<file path="src/rtl/mem_access_pkg.sv">
// Shared RV32I load/store encodings and FSM state type for the memory access unit.
package mem_access_pkg;

  localparam logic [2:0] F3_B  = 3'b000;
  localparam logic [2:0] F3_H  = 3'b001;
  localparam logic [2:0] F3_W  = 3'b010;
  localparam logic [2:0] F3_BU = 3'b100;
  localparam logic [2:0] F3_HU = 3'b101;

  typedef enum logic {IDLE, RMW_WR} mau_state_t;

  // Undefined funct3 codes fall into the default arm and count as misaligned.
  function automatic logic f3_misaligned(input logic [2:0] f3, input logic [1:0] lo);
    logic mis;
    case (f3)
      F3_B, F3_BU: mis = 1'b0;
      F3_H, F3_HU: mis = lo[0];
      F3_W:        mis = (lo != 2'b00);
      default:     mis = 1'b1;
    endcase
    return mis;
  endfunction

endpackage

</file>
<file path="src/rtl/lane_align.sv">
// Byte/half lane handling: load extraction with extension and store lane merge.
module lane_align
  import mem_access_pkg::*;
#(
  parameter int size = 32
) (
  input  logic [size-1:0] word,
  input  logic [1:0]      addr_lo,
  input  logic [2:0]      funct3,
  input  logic [size-1:0] store_data,
  output logic [size-1:0] load_val,
  output logic [size-1:0] merged
);

  logic [7:0]  byte_sel;
  logic [15:0] half_sel;

  assign byte_sel = word[{addr_lo, 3'b000} +: 8];
  assign half_sel = word[{addr_lo[1], 4'b0000} +: 16];

  always_comb begin
    load_val = '0;
    case (funct3)
      F3_B:    load_val = {{(size-8){byte_sel[7]}}, byte_sel};
      F3_BU:   load_val = {{(size-8){1'b0}}, byte_sel};
      F3_H:    load_val = {{(size-16){half_sel[15]}}, half_sel};
      F3_HU:   load_val = {{(size-16){1'b0}}, half_sel};
      F3_W:    load_val = word;
      default: load_val = '0;
    endcase
  end

  always_comb begin
    merged = word;
    case (funct3)
      F3_B, F3_BU: merged[{addr_lo, 3'b000} +: 8]     = store_data[7:0];
      F3_H, F3_HU: merged[{addr_lo[1], 4'b0000} +: 16] = store_data[15:0];
      default:     merged = store_data;
    endcase
  end

endmodule

</file>
<file path="src/rtl/mem_access_unit.sv">
// MEM-stage load/store unit for a word-addressed RAM; sub-word stores are done
// as a stalled two-cycle read-modify-write.
module mem_access_unit
  import mem_access_pkg::*;
#(
  parameter int mem_depth = 1024,
  parameter int size      = 32,
  parameter int ADDR_W    = $clog2(mem_depth)
) (
  input  logic              CLK,
  input  logic              RSTa,
  input  logic              MemRead_mem,
  input  logic              MemWrite_mem,
  input  logic [2:0]        funct3_mem,
  input  logic [31:0]       address_mem,
  input  logic [size-1:0]   store_data_mem,
  output logic [size-1:0]   load_data,
  output logic              stall,
  output logic              misaligned,
  output logic              misaligned_sticky,
  output logic [ADDR_W-1:0] ram_address,
  output logic [size-1:0]   ram_write_data,
  output logic              ram_memwrite,
  input  logic [size-1:0]   ram_read_data
);

  mau_state_t        state_q, state_d;
  logic [size-1:0]   merged_q, merged_d;
  logic [ADDR_W-1:0] idx_q, idx_d;
  logic              sticky_q, sticky_d;

  logic [ADDR_W-1:0] live_idx;
  logic [size-1:0]   lane_load, lane_merged;
  logic              req, both, addr_mis, wr_en;
  logic              unused_addr_hi;

  assign live_idx       = address_mem[ADDR_W+1:2];
  assign unused_addr_hi = ^address_mem[31:ADDR_W+2];
  assign req            = MemRead_mem | MemWrite_mem;
  assign both           = MemRead_mem & MemWrite_mem;
  assign addr_mis       = f3_misaligned(funct3_mem, address_mem[1:0]);

  lane_align #(.size(size)) u_lane_align (
    .word       (ram_read_data),
    .addr_lo    (address_mem[1:0]),
    .funct3     (funct3_mem),
    .store_data (store_data_mem),
    .load_val   (lane_load),
    .merged     (lane_merged)
  );

  always_comb begin
    state_d        = state_q;
    merged_d       = merged_q;
    idx_d          = idx_q;
    load_data      = '0;
    stall          = 1'b0;
    misaligned     = 1'b0;
    wr_en          = 1'b0;
    ram_address    = live_idx;
    ram_write_data = store_data_mem;
    case (state_q)
      IDLE: begin
        // Conflicting read+write is reported like a misaligned access: nothing issued.
        if (both || (req && addr_mis)) begin
          misaligned = 1'b1;
        end else if (MemWrite_mem) begin
          if (funct3_mem == F3_W) begin
            wr_en = 1'b1;
          end else begin
            stall    = 1'b1;
            merged_d = lane_merged;
            idx_d    = live_idx;
            state_d  = RMW_WR;
          end
        end else if (MemRead_mem) begin
          load_data = lane_load;
        end
      end
      RMW_WR: begin
        ram_address    = idx_q;
        ram_write_data = merged_q;
        wr_en          = 1'b1;
        state_d        = IDLE;
      end
      default: state_d = IDLE;
    endcase
    sticky_d = sticky_q | misaligned;
  end

  assign ram_memwrite      = wr_en & ~RSTa;
  assign misaligned_sticky = sticky_q;

  always_ff @(posedge CLK) begin
    if (RSTa) begin
      state_q  <= IDLE;
      merged_q <= '0;
      idx_q    <= '0;
      sticky_q <= 1'b0;
    end else begin
      state_q  <= state_d;
      merged_q <= merged_d;
      idx_q    <= idx_d;
      sticky_q <= sticky_d;
    end
  end

endmodule
</file>
<file path="config.mk">
export PLATFORM = sky130hd
export DESIGN_NAME = mem_access_unit
export DESIGN_NICKNAME = d
export VERILOG_FILES = /design/src/rtl/mem_access_pkg.sv /design/src/rtl/lane_align.sv /design/src/rtl/mem_access_unit.sv
export SDC_FILE = /design/constraint.sdc
export NUM_CORES = 1
export LEC_CHECK = 0
export BUFFER_PORTS_ARGS = -buffer_cell sky130_fd_sc_hd__buf_4
export CAP_MARGIN = 20
export CORE_ASPECT_RATIO = 0.6
export CORE_MARGIN = 2
export CORE_UTILIZATION = 35
export CTS_CLUSTER_DIAMETER = 80
export DETAILED_ROUTE_END_ITERATION = 6
export SLEW_MARGIN = 0
export SYNTH_ARGS = -nofsm -noshare
export SYNTH_HDL_FRONTEND = slang
export SYNTH_HIERARCHICAL = 1
export SYNTH_SLANG_ARGS = --single-unit
</file>
<file path="constraint.sdc">
create_clock -name CLK -period 2.75 [get_ports CLK]
set_input_delay 0.1375 -clock CLK [delete_from_list [all_inputs] [get_ports CLK]]
set_output_delay 0.1375 -clock CLK [all_outputs]
set_load 0.02 [all_outputs]
</file>
# Yosys cells after proc, flatten, opt, wreduce, memory -nomap -nowiden
# Cells that the tools add are included.
# word_totals
in_bits	103
elab_cells	53
regBits	44
# classes
bitwise_logic	8
shift	6
n_reduce_logical	7
n_eq_ne	4
n_addsub	2
muxes	22
# ops
operator	n
32-bit two-way mux	5
32-bit one-hot mux with 5 select lines	1
32-bit bitwise mux	2
32-bit one-hot mux with 2 select lines	1
16-bit by 7-bit variable shift with 32-bit output (first input constant)	1
8-bit by 7-bit variable shift with 32-bit output (first input constant)	1
16-bit by 7-bit variable part select with 32-bit output	1
32-bit by 6-bit variable part select with 16-bit output	1
32-bit by 6-bit variable part select with 8-bit output	1
8-bit by 7-bit variable part select with 32-bit output	1
5-bit negator with 7-bit output	2
10-bit two-way mux	1
1-bit two-way mux	9
3-bit == test (second input constant)	2
1-bit NOT	4
1-bit one-hot mux with 2 select lines	2
4-bit AND reduction	1
2-bit OR reduction	2
3-bit by 1-bit == test with 1-bit output (second input constant)	1
3-bit by 2-bit == test with 1-bit output (second input constant)	1
3-bit logical NOT	1
1-bit one-hot mux with 3 select lines	1
1-bit bitwise AND	2
1-bit OR	2
other kinds (3)	3

# Longest topological paths before layout
# logic_depth
word_depth	8
depth_mapped	11
depth_no_buf	7

# Cells and area by module
# The synthesis kept the hierarchy.
# modules_own_cells
mod	seq_area_each_um2	cells_each	area_per_inst_um2	n_inst
mem_access_unit	880.8	283	2777.7	1
lane_align	0.0	254	1719.1	1

# Worst setup path before layout
# OpenSTA, ideal clock, no wires.
# synth_timing
path_kind	input to register
start	input address_mem[1]
end	register merged_q[29]
n_path_buf	4
setup_ps	72
arrival_time_ps	2102
path_stages	11
slack_ps	577
cell_sequence	buf_2 -> buf_4 -> buf_4 -> inv_1 -> ha_1 -> or4b_1 -> buf_6 -> nor3_4 -> a221o_1 -> nand2b_1 -> mux2i_1
# synth_rtl
element	line	text
from (decl)	mem_access_unit.sv:15	input logic [31:0] address_mem,
5-bit negator with 7-bit output, on equally long branches	lane_align.sv:37, lane_align.sv:36	
16-bit by 7-bit variable part select with 32-bit output, or another cell as far along	lane_align.sv:37	F3_H, F3_HU: merged[{addr_lo[1], 4'b0000} +: 16] = store_data[15:0];
32-bit bitwise mux, on equally long branches	lane_align.sv:37, lane_align.sv:36	
32-bit one-hot mux with 2 select lines (*)	lane_align.sv:35	case (funct3)
net lane_merged[29]	mem_access_unit.sv:33	logic [size-1:0] lane_load, lane_merged;
to (signal assigned)	mem_access_unit.sv:102	merged_q <= merged_d;
to (decl)	mem_access_unit.sv:28	logic [size-1:0] merged_q, merged_d;
# Mark *: on every way through the listed nets, which the timed path passes. The rest lies on a longest branch.
# A chain may end at the register's enable or synchronous reset.

# Worst setup path in the final report
# layout_timing
start	input address_mem[1]
end	output load_data[18]
# layout_via
elab_chain_len	6
# layout_rtl
element	line	text
32-bit by 6-bit variable part select with 16-bit output / 32-bit by 6-bit variable part select with 8-bit output (equally long branches)	lane_align.sv:19, lane_align.sv:18	
32-bit one-hot mux with 5 select lines (*)	lane_align.sv:23	case (funct3)
net lane_load[18]	mem_access_unit.sv:33	
32-bit two-way mux (*)	mem_access_unit.sv:76	end else if (MemRead_mem) begin
32-bit two-way mux (*)	mem_access_unit.sv:67	end else if (MemWrite_mem) begin
32-bit two-way mux (*)	mem_access_unit.sv:65	if (both || (req && addr_mis)) begin
32-bit two-way mux (*)	mem_access_unit.sv:62	case (state_q)
to (decl)	mem_access_unit.sv:17	output logic [size-1:0] load_data,
# Marked as above.

==> flow_metrics.env <==
export IMPL_wl_per_cell_um=19.3
export IMPL_crit_type="in2out"
export IMPL_drt_first_pass_iters=6
export IMPL_period_minus_slack_ps=2220
export IMPL_cts_tree="yes"
export IMPL_num_vias=4664
export IMPL_cts_hold_buf=0
export IMPL_ys_seq_elements=44
export IMPL_endpoint_kind="primary output"
export IMPL_yosys_top_cells_count="87 x nand2b_1, 55 x mux2i_1, 48 x mux2_2, 44 x dfxtp_1, 35 x nand2_1"
export IMPL_cts_resized=0
export IMPL_hold_ws_ps=116
export IMPL_yosysTopAreaCell="dfxtp_1"
export IMPL_dieArea_mm2=0.0138
export IMPL_clk_path_buf_depth=2
export IMPL_synth_area_leaders="dfxtp_1 20%, mux2i_1 12%, nand2b_1 12%, mux2_2 12%, a221o_1 5.1%"
export IMPL_fin_skew_ps=4.76
export IMPL_start_util_pct=35.4
export IMPL_drtIter0Drc=394
export IMPL_syn_area_mm2=0.00450
export IMPL_ys_types=47
export IMPL_grt_ovfl_total=0
export IMPL_fmax_ghz=0.451
export IMPL_first_global_vias=4361
export IMPL_pin_count=181
export IMPL_diodes=0
export IMPL_io_buffers=160
export IMPL_p_per_area_mw_per_mm2=358
export IMPL_fp_row_count=32
export IMPL_nets=778
export IMPL_finalSetupTns_ps=0
export IMPL_ant_nets=0
export IMPL_antenna_found_initial=0
export IMPL_coreArea_mm2=0.0127
export IMPL_crit_arrival_ps=2080
export IMPL_synthCells=537
export IMPL_crit_path_start_kind="primary input"
export IMPL_hold_violations=0
export IMPL_required_ps=2610
export IMPL_die_h_um=91.8
export IMPL_vdd_drop_max_v=0.000286
export IMPL_clk_latency_ps=290
export IMPL_remaining_drc_errors=0
export IMPL_yosysMostFrequentCell="nand2b_1"
export IMPL_worst_hold_path_type="in2reg"
export IMPL_drv_cap=0
export IMPL_rsz0062_at_grt="false"
export IMPL_yosys_warnings=6
export IMPL_slew_violations=0
export IMPL_drive_gt1_share_pct=35.6
export IMPL_yosys_area_top_type_share_pct=19.6
export IMPL_setup_violations=0
export IMPL_path_clk_slew_ps=70
export IMPL_grt_start_max_net_pins=88
export IMPL_slew_headroom_pct=57.4
export IMPL_total_power_mw=2.12
export IMPL_syn_to_final_growth_pct=31.9
export IMPL_grt_first_pass_wirelength_um=24600
export IMPL_async_flop_share_pct=0
export IMPL_gp_congestion=0.879
export IMPL_cts_buffers=5
export IMPL_synth_edf_count=0
export IMPL_synth_fp_nets=645
export IMPL_dp_hpwl_um=12200
export IMPL_crit_fanout=23
export IMPL_htreeDepth=2
export IMPL_via_per_inst=5.55
export IMPL_die_w_um=150
export IMPL_p_leak_nw=2.49
export IMPL_post_cts_buffers=0
export IMPL_seq_area_frac_synth_pct=19.6
export IMPL_root_buffer="clkbuf_16"
export IMPL_tightest_slew_ps=639
export IMPL_cts_sinks=44
export IMPL_routed_wl_um=16200
export IMPL_synth_flop_cell="dfxtp_1"
export IMPL_status="complete, no violations"
export IMPL_fin_crit_sh_pct=80.6
export IMPL_grt_total_usage_pct=22.8
export IMPL_syn_area_per_cell_um2=8.37
-- report_power, final --
part | internal, mW | switching (mW) | leakage, nW | total (mW)
Combinational | 0.343 | 0.397 | 2.05 | 0.741
Sequential | 0.658 | 0.0113 | 0.357 | 0.669
Clock | 0.432 | 0.279 | 0.0804 | 0.711
Total | 1.43 | 0.687 | 2.49 | 2.12
-- worst paths after layout --
check | start | to | slack (ps) | cells past startpoint
worst max register to register | state_q | merged_q[11] | 1160 | 4
worst max-delay path | address_mem[1] | load_data[18] | 530 | 7
worst min-delay path | address_mem[7] | idx_q[5] | 120 | 3
worst min register to register | idx_q[5] | idx_q[5] | 470 | 2
-- cell families (layout without fill, tap and decap cells) --
family / count (synthesis) / in the layout / synth area share, %
mux: 103 / 103 / 24.3
buf+inv: 59 / 193 / 7.23
simple gates: 225 / 225 / 29.7
flops: 44 / 44 / 19.6
compound gates: 101 / 101 / 17.8
fa+ha+maj: 5 / 5 / 1.39
-- placed cells by master, fill, tap and decap left out, types with 4 or more instances in the layout --
cell / count
buf_4: 170
nand2b_1: 87
mux2i_1: 55
mux2_2: 48
dfxtp_1: 43
nand2_1: 35
and2_1: 33
a221o_1: 23
nor2b_1: 17
a21oi_1: 16
a311oi_1: 16
inv_1: 13
o21ai_0: 13
nor2_1: 12
nor3_1: 9
o221ai_1: 8
nand3_1: 8
a22o_1: 8
a211o_1: 6
clkbuf_16: 5
ha_1: 5
nor3b_1: 4
-- sequential cells by signal, summed over array words and instances (netlist names) --
register,cells
state_q,1
idx_q,10
merged_q,32
misaligned_sticky,1
-- per-layer routing --
layer	track usage, %	share of wire, %	up-vias	routed length, µm
li1	-	-	2209	-
met1	36.5	50	2233	8120
met2	32.1	40	212	6550
met3	3.88	8.9	10	1450
met4	2.59	0.59	0	96
met5	0	0	-	0
-- layout make-up --
| cell class | count | area, µm² |
|---|---|---|
| repair buffers | 172 | 1310 |
| clock inverters | 3 | 46.3 |
| well taps | 170 | 213 |
| clock buffers | 5 | 125 |
| inverters | 13 | 48.8 |
| fillers | 1277 | 6760 |
| multi-input cells | 434 | 3310 |
| flip-flops and latches | 44 | 882 |
-- per-stage QoR --
step                      instance area, µm²  util [%]  std cells  setup WS, ps
after global placement                  5750      45.3        832           460
after CTS                               5920      46.6        840           416
after floorplan                         4500         -        537           577
final                                   5930      46.7        841           533
after global routing                    5930      46.7        841           380
after detailed placement                5750      45.3        832           417
-- critical path, cell delays in order --
cell      delay, ps
buf_4           290
buf_4           330
and2b_1         240
nand2_1         360
a311oi_1        390
and2_1          180
buf_4           140
Power figures use the tool's default switching activity.
